--- src/rtl/tt_uart_pkg.sv ---
// Shared definitions for the tile's UART link; the receive side imports this too.
package tt_uart_pkg;

    typedef enum logic [2:0] {
        IDLE,
        START,
        DATA,
        PARITY,
        STOP
    } tx_state_t;

    localparam int   DATA_BITS  = 8;
    localparam logic STOP_LEVEL = 1'b1;
    localparam logic IDLE_LEVEL = 1'b1;

endpackage

--- src/rtl/tt_sync_fifo.sv ---
// Small synchronous FIFO with fall-through head; a push and a pop may share one edge.
module tt_sync_fifo #(
    parameter int WIDTH = 8,
    parameter int DEPTH = 4
) (
    input  logic                     clk,
    input  logic                     rst,
    input  logic                     push,
    input  logic [WIDTH-1:0]         push_data,
    input  logic                     pop,
    output logic [WIDTH-1:0]         pop_data,
    output logic [$clog2(DEPTH):0]   count,
    output logic                     full,
    output logic                     empty
);

    localparam int AW    = $clog2(DEPTH);
    localparam int CNT_W = AW + 1;

    logic [WIDTH-1:0] mem [DEPTH];
    logic [AW-1:0]    wr_ptr;
    logic [AW-1:0]    rd_ptr;
    logic             do_push;
    logic             do_pop;

    assign full     = (count == CNT_W'(DEPTH));
    assign empty    = (count == '0);
    assign do_push  = push && !full;
    assign do_pop   = pop && !empty;
    assign pop_data = mem[rd_ptr];

    // Storage carries no reset; only the pointers and count define validity.
    always_ff @(posedge clk) begin
        if (do_push) begin
            mem[wr_ptr] <= push_data;
        end
    end

    always_ff @(posedge clk or posedge rst) begin
        if (rst) begin
            wr_ptr <= '0;
            rd_ptr <= '0;
            count  <= '0;
        end else begin
            if (do_push) begin
                wr_ptr <= wr_ptr + 1'b1;
            end
            if (do_pop) begin
                rd_ptr <= rd_ptr + 1'b1;
            end
            case ({do_push, do_pop})
                2'b10:   count <= count + 1'b1;
                2'b01:   count <= count - 1'b1;
                default: count <= count;
            endcase
        end
    end

endmodule

--- src/rtl/tt_uart_tx.sv ---
// UART transmitter: valid/ready byte port into a FIFO, serialised 8N1 (optional even parity) on tx.
// Handshake: a byte is taken on any rising edge where in_valid && in_ready; the source holds in_valid and in_data until then.
module tt_uart_tx
    import tt_uart_pkg::*;
#(
    parameter int CLKS_PER_BIT = 16,
    parameter int FIFO_DEPTH   = 4,
    parameter int PARITY_EN    = 0
) (
    input  logic                          clk,
    input  logic                          rst,
    input  logic [7:0]                    in_data,
    input  logic                          in_valid,
    output logic                          in_ready,
    output logic                          tx,
    output logic                          busy,
    output logic [$clog2(FIFO_DEPTH):0]   fifo_count,
    output tx_state_t                     state
);

    localparam int             CW      = $clog2(CLKS_PER_BIT);
    localparam logic [CW-1:0]  CNT_MAX = CW'(CLKS_PER_BIT - 1);

    tx_state_t     state_n;
    logic [CW-1:0] baud_cnt;
    logic [CW-1:0] cnt_n;
    logic [2:0]    bit_idx;
    logic [2:0]    idx_n;
    logic [7:0]    shreg;
    logic [7:0]    shreg_n;
    logic          tx_n;
    logic          busy_n;
    logic          bit_done;
    logic          pop;
    logic          push;
    logic [7:0]    fifo_data;
    logic          fifo_full;
    logic          fifo_empty;

    // in_ready is !full, i.e. fifo_count < FIFO_DEPTH.
    assign in_ready = ~fifo_full;
    assign push     = in_valid && in_ready;
    assign bit_done = (baud_cnt == '0);

    tt_sync_fifo #(
        .WIDTH (8),
        .DEPTH (FIFO_DEPTH)
    ) u_fifo (
        .clk       (clk),
        .rst       (rst),
        .push      (push),
        .push_data (in_data),
        .pop       (pop),
        .pop_data  (fifo_data),
        .count     (fifo_count),
        .full      (fifo_full),
        .empty     (fifo_empty)
    );

    always_comb begin
        state_n = state;
        cnt_n   = bit_done ? CNT_MAX : baud_cnt - 1'b1;
        idx_n   = bit_idx;
        shreg_n = shreg;
        tx_n    = tx;
        busy_n  = busy;
        pop     = 1'b0;

        case (state)
            IDLE: begin
                tx_n  = IDLE_LEVEL;
                cnt_n = CNT_MAX;
                if (!fifo_empty) begin
                    pop     = 1'b1;
                    shreg_n = fifo_data;
                    tx_n    = 1'b0;
                    busy_n  = 1'b1;
                    state_n = START;
                end
            end
            START: begin
                if (bit_done) begin
                    tx_n    = shreg[0];
                    idx_n   = '0;
                    state_n = DATA;
                end
            end
            DATA: begin
                if (bit_done) begin
                    if (bit_idx == 3'(DATA_BITS - 1)) begin
                        if (PARITY_EN != 0) begin
                            tx_n    = ^shreg;
                            state_n = PARITY;
                        end else begin
                            tx_n    = STOP_LEVEL;
                            state_n = STOP;
                        end
                    end else begin
                        idx_n = bit_idx + 3'd1;
                        tx_n  = shreg[idx_n];
                    end
                end
            end
            PARITY: begin
                if (bit_done) begin
                    tx_n    = STOP_LEVEL;
                    state_n = STOP;
                end
            end
            STOP: begin
                // A queued byte starts its START bit straight from here, no idle gap.
                if (bit_done) begin
                    if (!fifo_empty) begin
                        pop     = 1'b1;
                        shreg_n = fifo_data;
                        tx_n    = 1'b0;
                        state_n = START;
                    end else begin
                        tx_n    = IDLE_LEVEL;
                        busy_n  = 1'b0;
                        state_n = IDLE;
                    end
                end
            end
            default: begin
                tx_n    = IDLE_LEVEL;
                busy_n  = 1'b0;
                state_n = IDLE;
            end
        endcase
    end

    always_ff @(posedge clk or posedge rst) begin
        if (rst) begin
            state    <= IDLE;
            baud_cnt <= CNT_MAX;
            bit_idx  <= '0;
            shreg    <= '0;
            tx       <= IDLE_LEVEL;
            busy     <= 1'b0;
        end else begin
            state    <= state_n;
            baud_cnt <= cnt_n;
            bit_idx  <= idx_n;
            shreg    <= shreg_n;
            tx       <= tx_n;
            busy     <= busy_n;
        end
    end

endmodule
--- config.mk ---
export PLATFORM = sky130hd
export DESIGN_NAME = tt_uart_tx
export DESIGN_NICKNAME = d
export VERILOG_FILES = /design/src/rtl/tt_uart_pkg.sv /design/src/rtl/tt_sync_fifo.sv /design/src/rtl/tt_uart_tx.sv
export SDC_FILE = /design/constraint.sdc
export NUM_CORES = 1
export LEC_CHECK = 0
export BUFFER_PORTS_ARGS = -buffer_cell sky130_fd_sc_hd__buf_4
export CAP_MARGIN = 20
export CORE_MARGIN = 3
export CORE_UTILIZATION = 47
export DETAILED_ROUTE_END_ITERATION = 12
export PLACE_DENSITY = 0.75
export SLEW_MARGIN = 0
export SYNTH_ARGS = -nofsm -noshare
export SYNTH_HDL_FRONTEND = slang
export SYNTH_SLANG_ARGS = --single-unit
export TNS_END_PERCENT = 1
--- constraint.sdc ---
create_clock -name clk -period 6.25 [get_ports clk]
set_clock_uncertainty 0.05 [all_clocks]
set_input_delay 0.9375 -clock clk [delete_from_list [all_inputs] [get_ports clk]]
set_output_delay 0.9375 -clock clk [all_outputs]
set_load 0.01 [all_outputs]
# After elaboration in Yosys (flattened, before gate mapping)
# Memories as Yosys holds them, arrays and structs flattened.
# Index checks and enable logic that the tools add are counted.
[classes] mux=36 magnitude_cmp=1 reduce_logical=17 addsub=6 bitwise_logic=2 n_eq_ne=16
[op_table] op="3-bit two-way mux" n=9
[op_table] op="8-bit two-way mux" n=2
[op_table] op="2-bit != test, second input constant" n=8
[op_table] op="8-bit case mux with 2 select lines" n=1
[op_table] op="1-bit two-way mux" n=15
[op_table] op="3-bit case mux with 5 select lines" n=1
[op_table] op="3-bit case mux with 2 select lines" n=2
[op_table] op="4-bit AND reduction" n=3
[op_table] op="3-bit equality test, second input constant" n=3
[op_table] op="4-bit two-way mux" n=2
[op_table] op="3-bit by 1-bit adder with 3-bit output, second input constant" n=2
[op_table] op="3-bit by 2-bit equality test with 1-bit output, second input constant" n=2
[op_table] op="3-bit zero test" n=2
[op_table] op="6-bit AND reduction" n=1
[op_table] op="2-bit nonzero test" n=3
[op_table] op="1-bit case mux with 5 select lines" n=1
[op_table] op="2-bit by 1-bit adder with 2-bit output, second input constant" n=2
[op_table] op="4-bit zero test" n=1
[op_table] op="3-bit by 4-bit < comparator with 1-bit output, second input constant" n=1
[op_table] op="4-bit by 1-bit subtractor with 4-bit output, second input constant" n=1
[op_table] op="1-bit binary-select mux with 3-bit select" n=1
[op_table] op="3-bit by 1-bit equality test with 1-bit output, second input constant" n=1
[op_table] op="1-bit logical AND" n=3
[op_table] op="1-bit case mux with 3 select lines" n=1
[op_table] op="8 further kinds" n=10
[totals] memories=1 reg_bits=27 word_cells=88 ram_bits=32 input_bits=11
[mem_list] name="u_fifo.mem" words=4 word_bits=8 rd=1 rd_clocked_by_memory_dff=0 write_ports=1 line="tt_sync_fifo.sv:20" source="logic [WIDTH-1:0] mem [DEPTH];"

# Depth between registers and ports, before layout
# Gate-level depths: netlist of the first run.
[logic_depth] ltp_word=7 depth_mapped=12

# Modules after synthesis
# From an unflattened synthesis of the first run, not the netlist that was laid out.
[hier_totals] hier_cells=177 hier_area_um2=2632.5
[modules_own_cells] mod="tt_sync_fifo" area_per_inst_um2=1596.5 instances=1 cells_each=80
[modules_own_cells] mod="tt_uart_tx" area_per_inst_um2=1036.0 instances=1 cells_each=97

# Worst setup path before layout of the first run
# OpenSTA, ideal clock, no wires.
[synth_timing] kind="reg2reg" startpoint="register baud_cnt[0]" endpoint="register u_fifo.count[2]" setup_ps=79 period_less_slack_ps=2728 t_arrival_ps=2599 path_slack_ps=3522 stages_incl_launch_ff=13 n_path_buf=2 required_time_ps=6121 cell_sequence="dfstp_2 inv_1 ha_1 or3b_1 buf_2 a2111oi_4 buf_6 ha_1 inv_1 fa_1 xor2_1 nor2_1 xor2_1"
[synth_via] elab_chain_cells=6
[synth_lines] element="start, declared" line="tt_uart_tx.sv:25" source="logic [CW-1:0] baud_cnt;"
[synth_lines] element="start signal, assigned" line="tt_uart_tx.sv:143" source="baud_cnt <= cnt_n;"
[synth_lines] element="4-bit zero test *" line="tt_uart_tx.sv:43" source="assign bit_done = (baud_cnt == '0);"
[synth_lines] element="1-bit two-way mux *" line="tt_uart_tx.sv:112" source="if (bit_done) begin"
[synth_lines] element="1-bit case mux with 2 select lines *" line="tt_uart_tx.sv:69" source="case (state)"
[synth_lines] element="1-bit logical AND *" line="tt_sync_fifo.sv:29" source="assign do_pop = pop && !empty;"
[synth_lines] element="named net u_fifo.do_pop" line="tt_sync_fifo.sv:24" source="logic do_pop;"
[synth_lines] element="2-bit by 1-bit equality test with 1-bit output or 2-bit equality test (tied branches)" line="tt_sync_fifo.sv:51" source="case ({do_push, do_pop})"
[synth_lines] element="3-bit case mux with 2 select lines or 2-bit nonzero test (tied branches)"
[synth_lines] element="end signal, assigned" line="tt_sync_fifo.sv:52" source="2'b10: count <= count + 1'b1;"
[synth_lines] element="end signal, assigned" line="tt_sync_fifo.sv:53" source="2'b01: count <= count - 1'b1;"
[synth_lines] element="end signal, assigned" line="tt_sync_fifo.sv:54" source="default: count <= count;"
[synth_lines] element="end, declared" line="tt_sync_fifo.sv:12" source="output logic [$clog2(DEPTH):0] count,"
# The timed path passes the listed nets; every way through them passes the cells marked *.
# A chain may end at the register's enable or synchronous reset.

# Worst setup path in the final report of the first run
[layout_timing] startpoint="register baud_cnt[0]" endpoint="register u_fifo.count[2]"
[layout_via] elab_chain_cells=6
[layout_lines] element="4-bit zero test *" line="tt_uart_tx.sv:43"
[layout_lines] element="1-bit two-way mux *" line="tt_uart_tx.sv:112"
[layout_lines] element="1-bit case mux with 2 select lines *" line="tt_uart_tx.sv:69"
[layout_lines] element="1-bit logical AND *" line="tt_sync_fifo.sv:29"
[layout_lines] element="2-bit by 1-bit equality test with 1-bit output or 2-bit equality test (tied branches)" line="tt_sync_fifo.sv:51"
[layout_lines] element="3-bit case mux with 2 select lines or 2-bit nonzero test (tied branches)"
# Mark *: on every way between the ends. The rest lies on a longest branch, timed or not.

==> flow_summary.yaml, run 1 <==
worst_setup_path:
  startpoint_type: "flop"
  arrival_ns: 3.56
  worst_r2r_path_depth: 10
  worstSetupPathType: "flop to flop"
  crit_fanout: 11
  r2r-start: "baud_cnt[0]$_DFF_PP1_"
  reg2reg_slack_ns: 2.88
  rr_endpoint: "u_fifo.count[2]$_DFFE_PP0P_"
  required_ns: 6.44
  end_kind: "flop"
placement:
  gp_congestion: 0.838
  dp_cells: 251
  place.detailed.hpwl_mm: 2.97
  post-place-ws_ns: 2.86
  portBuffers: 19
  place_area_um2: 2820
finish:
  multi_input_area_um2: 906
  finalInstanceArea_um2: 3080
  area_growth_pct: 17.3
  finalNetCount: 214
  fin_util_pct: 58.5
  layout.cells.non_filler: 268
  seqCellArea_um2: 1640
  fillerInstances: 411
  antennaDiodeCount: 0
  drive_above_1_share_pct: 30.8
die:
  start_util_pct: 49.8
  dieArea_um2: 6520
  fp.dieH_um: 80.8
  ios: 20
  core_region_area_um2: 5270
  die_w_um: 80.8
  rows: 26
cts:
  ctsResizeCount: 0
  cts_made_buffers: 9
  root_buffer: "clkbuf_8"
  cts_max_level: 3
  cts_buffer_depth: 2
  postCtsSetupBuffers: 0
  clock_sinks: 59
  tritoncts: "done"
  path_clk_slew_ns: 0.06
  clock_latency_ns: 0.32
  cts_hold_buf: 0
synth:
  syn-num-nets: 189
  synth-seq-cells: 59
  avgSynthCellArea_um2: 15.6
  synth_cells: 168
  ys.flop_type: "edfxtp_1"
  syn-cell-area_um2: 2630
  synth_top_area_share_pct: 36.6
  synth.area.top_cells: "edfxtp_1 37%, dfrtp_1 21%, mux4_2 8.6%"
  ys_seq_area_share_pct: 62.6
  synth_cell_types: 38
  synth.largest_area_cell: "edfxtp_1"
  yosys_warnings: 0
  async_flop_share_pct: 45.8
  synth_edf_count: 32
global_route:
  grt_pass1_wl_mm: 6.89
  grt.overflow.total: 0
  grt_max_degree: 28
  antenna_found_initial: 0
  grtUsageTotal_pct: 14.7
  first_global_vias: 1459
routing:
  drt_iter0_markers: 49
  vias_per_cell: 5.29
  drt-wirelength-per-cell_um: 15.6
  ant_nets: 0
  totalWireLength_mm: 4.17
  vias: 1418
  drc: 0
  drtPass1Iterations: 4
timing:
  period_needed_ns: 3.37
  setup_viol: 0
  fmax_mhz: 297
  rsz0062_at_grt: "no"
  setup_slack_ns: 2.88
  slew_viol_final: 0
  worstMarginPinSlew_ns: 0.984
  setup_tns_ns: 0
  max_slew_margin_pct: 34.4
  fin_crit_sh_pct: 53.9
  hold_viol: 0
worst_hold_path:
  min_path_cells: 1
  whs_endpoint: "baud_cnt[0]$_DFF_PP1_"
  min_path_type: "flop to flop"
  worstHoldStart: "baud_cnt[0]$_DFF_PP1_"
power_and_ir_drop:
  ir_worst_vdd_v: 0.000199
  leakage_nw: 1.26
  powerDensity_nw_per_um2: 341
flow_run:
  maxCapViolCount: 0
outcome:
  outcome: "completed"
[Yosys cell counts (2+ instances only)]
master    instances
inv_1            12
mux2_2            3
mux2_4            7
and3_1            4
a21oi_1           2
xnor2_1           4
nand3_1           3
a22oi_1           2
xor2_1            3
dfrtp_1          22
nor3b_1           2
ha_1              9
nand2_1           7
mux4_2           10
nor3_1            4
nor2_1            6
clkbuf_1          2
nor2b_1           4
nand2b_1          3
dfstp_2           5
buf_2             2
mux2i_1           3
o21ai_0           3
edfxtp_1         32
[flip-flops by register name (all words and copies together) (netlist names)]
signal,flops
tx,1
baud_cnt,4
state,3
u_fifo.count,3
busy,1
bit_idx,3
shreg,8
u_fifo.mem,32
u_fifo.wr_ptr,2
u_fifo.rd_ptr,2
[metrics by stage]
| stage | hold slack, ns | total power (W) |
|---|---|---|
| after global routing | 0.429 | 0.00110 |
| after floorplan | 0.378 | 0.000598 |
| after detailed placement | 0.394 | 0.000664 |
| after global placement | 0.388 | 0.000647 |
| after CTS | 0.410 | 0.00106 |
| final | 0.409 | 0.00105 |
[routing by layer]
| layer | part of all wire [%] | wire, µm | track usage [%] | vias up |
|---|---|---|---|---|
| met5 | 0 | 0 | 0 | - |
| met4 | 0.91 | 38 | 5.57 | 0 |
| met3 | 4.0 | 169 | 4.99 | 4 |
| met2 | 56 | 2340 | 25.7 | 26 |
| met1 | 39 | 1630 | 16.6 | 720 |
| li1 | - | - | - | 668 |
[power breakdown]
group,switching [W],leakage [nW],internal (W)
sequential,0.0000251,0.602,0.000475
combinational,0.0000852,0.545,0.0000676
clock,0.000137,0.116,0.000260
[cell usage in the layout, fill, tap and decap left out, types with 4 or more instances in the layout]
| cell type | instances |
|---|---|
| and3_1 | 4 |
| nand2_1 | 7 |
| mux4_2 | 10 |
| clkbuf_8 | 9 |
| xnor2_1 | 4 |
| buf_4 | 19 |
| dfrtp_1 | 22 |
| mux2_4 | 7 |
| edfxtp_1 | 32 |
| nor3_1 | 4 |
| dfstp_2 | 5 |
| nor2b_1 | 4 |
| ha_1 | 9 |
| inv_1 | 12 |
| nor2_1 | 6 |
[worst max path at each step]
stage	start	to	slack [ns]	cells after the start
final	baud_cnt[0]$_DFF_PP1_	u_fifo.count[2]$_DFFE_PP0P_	2.88	10
after global routing	baud_cnt[0]$_DFF_PP1_	u_fifo.count[2]$_DFFE_PP0P_	2.65	10
after CTS	baud_cnt[0]$_DFF_PP1_	u_fifo.count[2]$_DFFE_PP0P_	2.84	10
after detailed placement	baud_cnt[0]$_DFF_PP1_	u_fifo.count[2]$_DFFE_PP0P_	2.86	10
after global placement	baud_cnt[0]$_DFF_PP1_	u_fifo.count[2]$_DFFE_PP0P_	3.04	10
after floorplan	baud_cnt[0]$_DFF_PP1_	u_fifo.count[2]$_DFFE_PP0P_	3.52	12
[logic make-up after synthesis]
logic type,synth area share (%)
AOI/OAI and AO/OA,3.38
xor gates and xnor gates,2.95
adders and majority gates,5.05
buffers and inverters,2.95
DFF,62.6
muxes,15.4
and+or+nand+nor,7.67
[cell type report]
class	instances	share of cell area, %
Tap cell	70	2.84
Inverter	12	1.46
Clock buffer	9	4.02
Sequential cell	59	53.3
Clock inverter	7	3.45
Timing Repair Buffer	20	5.52
Multi-Input combinational cell	91	29.4
[critical path, cell delays in order, from the launching register on]
cell,delay (ns)
dfstp_2,0.38
inv_1,0.08
ha_1,0.17
or3b_1,0.48
a2111oi_4,0.95
ha_1,0.32
inv_1,0.06
fa_1,0.37
xor2_1,0.15
nor2_1,0.11
xor2_1,0.17
Note: power is estimated with default switching activity, not from simulation.
==> run 2: changes to the inputs <==
ABC_AREA = 1   (was unset)
PLACE_DENSITY = 0.77   (was 0.75)
clock period = 3 ns   (was 6.25 ns; I/O delays follow)
==> run 2 against run 1 <==
  * Clock power rose by 74%
  * Synthesized area rose by 0.71%
  * Design area barely moved
  * Combinational power rose by 110%
  * Die area rose by 0.67%
  * Synthesized cell count rose by 43%
  * Fmax rose by 31%
  * Non-clock buffer count rose by 2
  * Sequential power rose by 110%
  * Highest routed layer unchanged
==> flow_summary.yaml, run 2 <==
placement:
  place_area_um2: 2850
  post-place-ws_ns: 0.446
  gp_congestion: 0.800
  portBuffers: 19
  place.detailed.hpwl_mm: 3.02
synth:
  async_flop_share_pct: 45.8
  avgSynthCellArea_um2: 11.0
  synth_edf_count: 32
  syn-num-nets: 261
  ys.flop_type: "edfxtp_1"
  yosysMostFrequentCell: "nand2_1"
  synth.area.top_cells: "edfxtp_1 36%, dfrtp_1 21%, nand2_1 7.4%"
  synth.largest_area_cell: "edfxtp_1"
  synth-seq-cells: 59
  synth_top_area_share_pct: 36.3
  yosys_warnings: 0
  syn-cell-area_um2: 2650
  netlist_top_cells_count: "52 x nand2_1, 32 x edfxtp_1, 23 x nor2_1"
  synth_cell_types: 30
  ys_seq_area_share_pct: 62.1
  synth_cells: 240
power_and_ir_drop:
  leakage_nw: 1.36
  powerDensity_nw_per_um2: 663
  ir_worst_vdd_v: 0.000523
  power_w: 0.00205
die:
  rows: 26
  start_util_pct: 50.2
  core_region_area_um2: 5270
  ios: 20
  dieArea_um2: 6560
  fp.dieH_um: 81.0
  die_w_um: 81.0
timing:
  fmax_mhz: 389
  hold_ws_ns: 0.264
  worstMarginPinSlew_ns: 0.811
  setup_slack_ns: 0.430
  period_needed_ns: 2.57
  rsz0062_at_grt: "no"
  hold_viol: 0
  setup_tns_ns: 0
  max_slew_margin_pct: 45.7
  fin_crit_sh_pct: 85.7
  setup_viol: 0
  slew_viol_final: 0
finish:
  top_regs: "u_fifo.mem x32, shreg x8, baud_cnt x4"
  largest_register: "u_fifo.mem"
  antennaDiodeCount: 0
  multi_input_area_um2: 887
  final_common_cell: "nand2_1"
  fillerInstances: 438
  mostFrequentLayoutCells: "52 x nand2_1, 32 x edfxtp_1, 23 x nor2_1, 22 x dfrtp_1, 20 x buf_4"
  drive_above_1_share_pct: 20.4
  finalInstanceArea_um2: 3080
  largest_reg_flops: 32
  seqCellArea_um2: 1640
  finalNetCount: 290
  area_growth_pct: 16.6
global_route:
  grt_pass1_wl_mm: 7.36
  first_global_vias: 1631
  grt_max_degree: 28
  antenna_found_initial: 0
  grt.overflow.total: 0
  grtUsageTotal_pct: 15.5
cts:
  postCtsSetupBuffers: 0
  clock_latency_ns: 0.34
  tritoncts: "done"
  cts_buffer_depth: 2
  ctsResizeCount: 0
  cts_max_level: 3
  root_buffer: "clkbuf_8"
  cts_made_buffers: 9
  clock_sinks: 59
  path_clk_slew_ns: 0.07
routing:
  totalWireLength_mm: 4.46
  top_layer_used: "met4"
  vias: 1671
  drt-wirelength-per-cell_um: 13.0
  ant_nets: 0
  vias_per_cell: 4.86
  met3RoutedLength_um: 205
  drtPass1Iterations: 4
  drc: 0
  drt_iter0_markers: 44
  m1WireLength_mm: 1.97
  met2_wirelength_mm: 2.23
worst_setup_path:
  worstSetupPathType: "flop to flop"
  arrival_ns: 2.78
  worst_path_max_delay_cell: "dfstp_2"
  end_kind: "flop"
  startpoint_type: "flop"
  required_ns: 3.21
  crit_fanout: 11
  crit_chain: "inv_1 > ha_1 > nand2_1 > nand2_1 > nand3_2 > clkinv_1 > ha_1 > inv_1 > fa_1 > o21ai_0"
  worst_r2r_path_depth: 10
  slowest_delay_ns: 0.54
flow_run:
  maxCapViolCount: 0
worst_hold_path:
  min_path_cells: 1
  min_path_type: "input pin to flop"
outcome:
  outcome: "completed"
run 2: final cells by class:
cell class | instances | area share, %
sequential | 59 | 53.3
multi-input combinational | 154 | 28.8
timing repair buffer | 22 | 6.09
clock buffer | 9 | 4.02
tap | 70 | 2.84
inverter | 23 | 2.80
clock inverter | 7 | 2.23
run 2: critical path: cells and delay by family, from the launching register on:
family,cells,cell delay (ns)
compound gates,1,0.15
fa+ha+maj,3,0.88
buf+inv,3,0.44
flops,1,0.54
simple gates,3,0.44
run 2: routing by layer:
metal  GRT usage, %  up-vias
li1               -      866
met5              0        -
met3           6.98        7
met4           6.59        0
met1           18.1      767
met2           24.6       31
run 2: timing repair:
item                                    4_1_cts  5_1_grt
hold buffers                                  0        1
endpoints found under the setup margin        0        0
endpoints found under the hold margin         0        2
run 2: path summary, 6_finish.rpt:
path,startpoint,end,slack (ns)
hold / removal,in_data[2],u_fifo.mem[0][2]$_DFFE_PP_,0.26
setup reg to reg,baud_cnt[0]$_DFF_PP1_,u_fifo.count[1]$_DFFE_PP0P_,0.43
setup / recovery,baud_cnt[0]$_DFF_PP1_,u_fifo.count[1]$_DFFE_PP0P_,0.43
max in group asynchronous,rst,baud_cnt[3]$_DFF_PP1_,1.94
hold reg to reg,shreg[3]$_DFFE_PP0P_,shreg[3]$_DFFE_PP0P_,0.43
min in group asynchronous,rst,u_fifo.count[0]$_DFFE_PP0P_,0.51
run 2: report_power, final:
group / switching [W] / internal, W
logic: 0.000207 / 0.000117
clock network: 0.000310 / 0.000380
registers: 0.0000446 / 0.000988
run 2: metrics by stage:
stage          cells  util (%)
2_1_floorplan    240         -
3_3_place_gp     326      54.2
3_5_place_dp     326      54.2
4_1_cts          342      57.8
5_1_grt          344      58.5
6_report         344      58.5
run 2: cell families after synthesis:
group           after synthesis  share of synthesized area (%)
simple gates                 99                           16.5
flops                        59                           62.1
compound gates               31                           7.05
buf+inv                      27                           4.35
fa+ha+maj                    10                           5.01
mux                           8                           3.03
xor+xnor                      6                           1.99
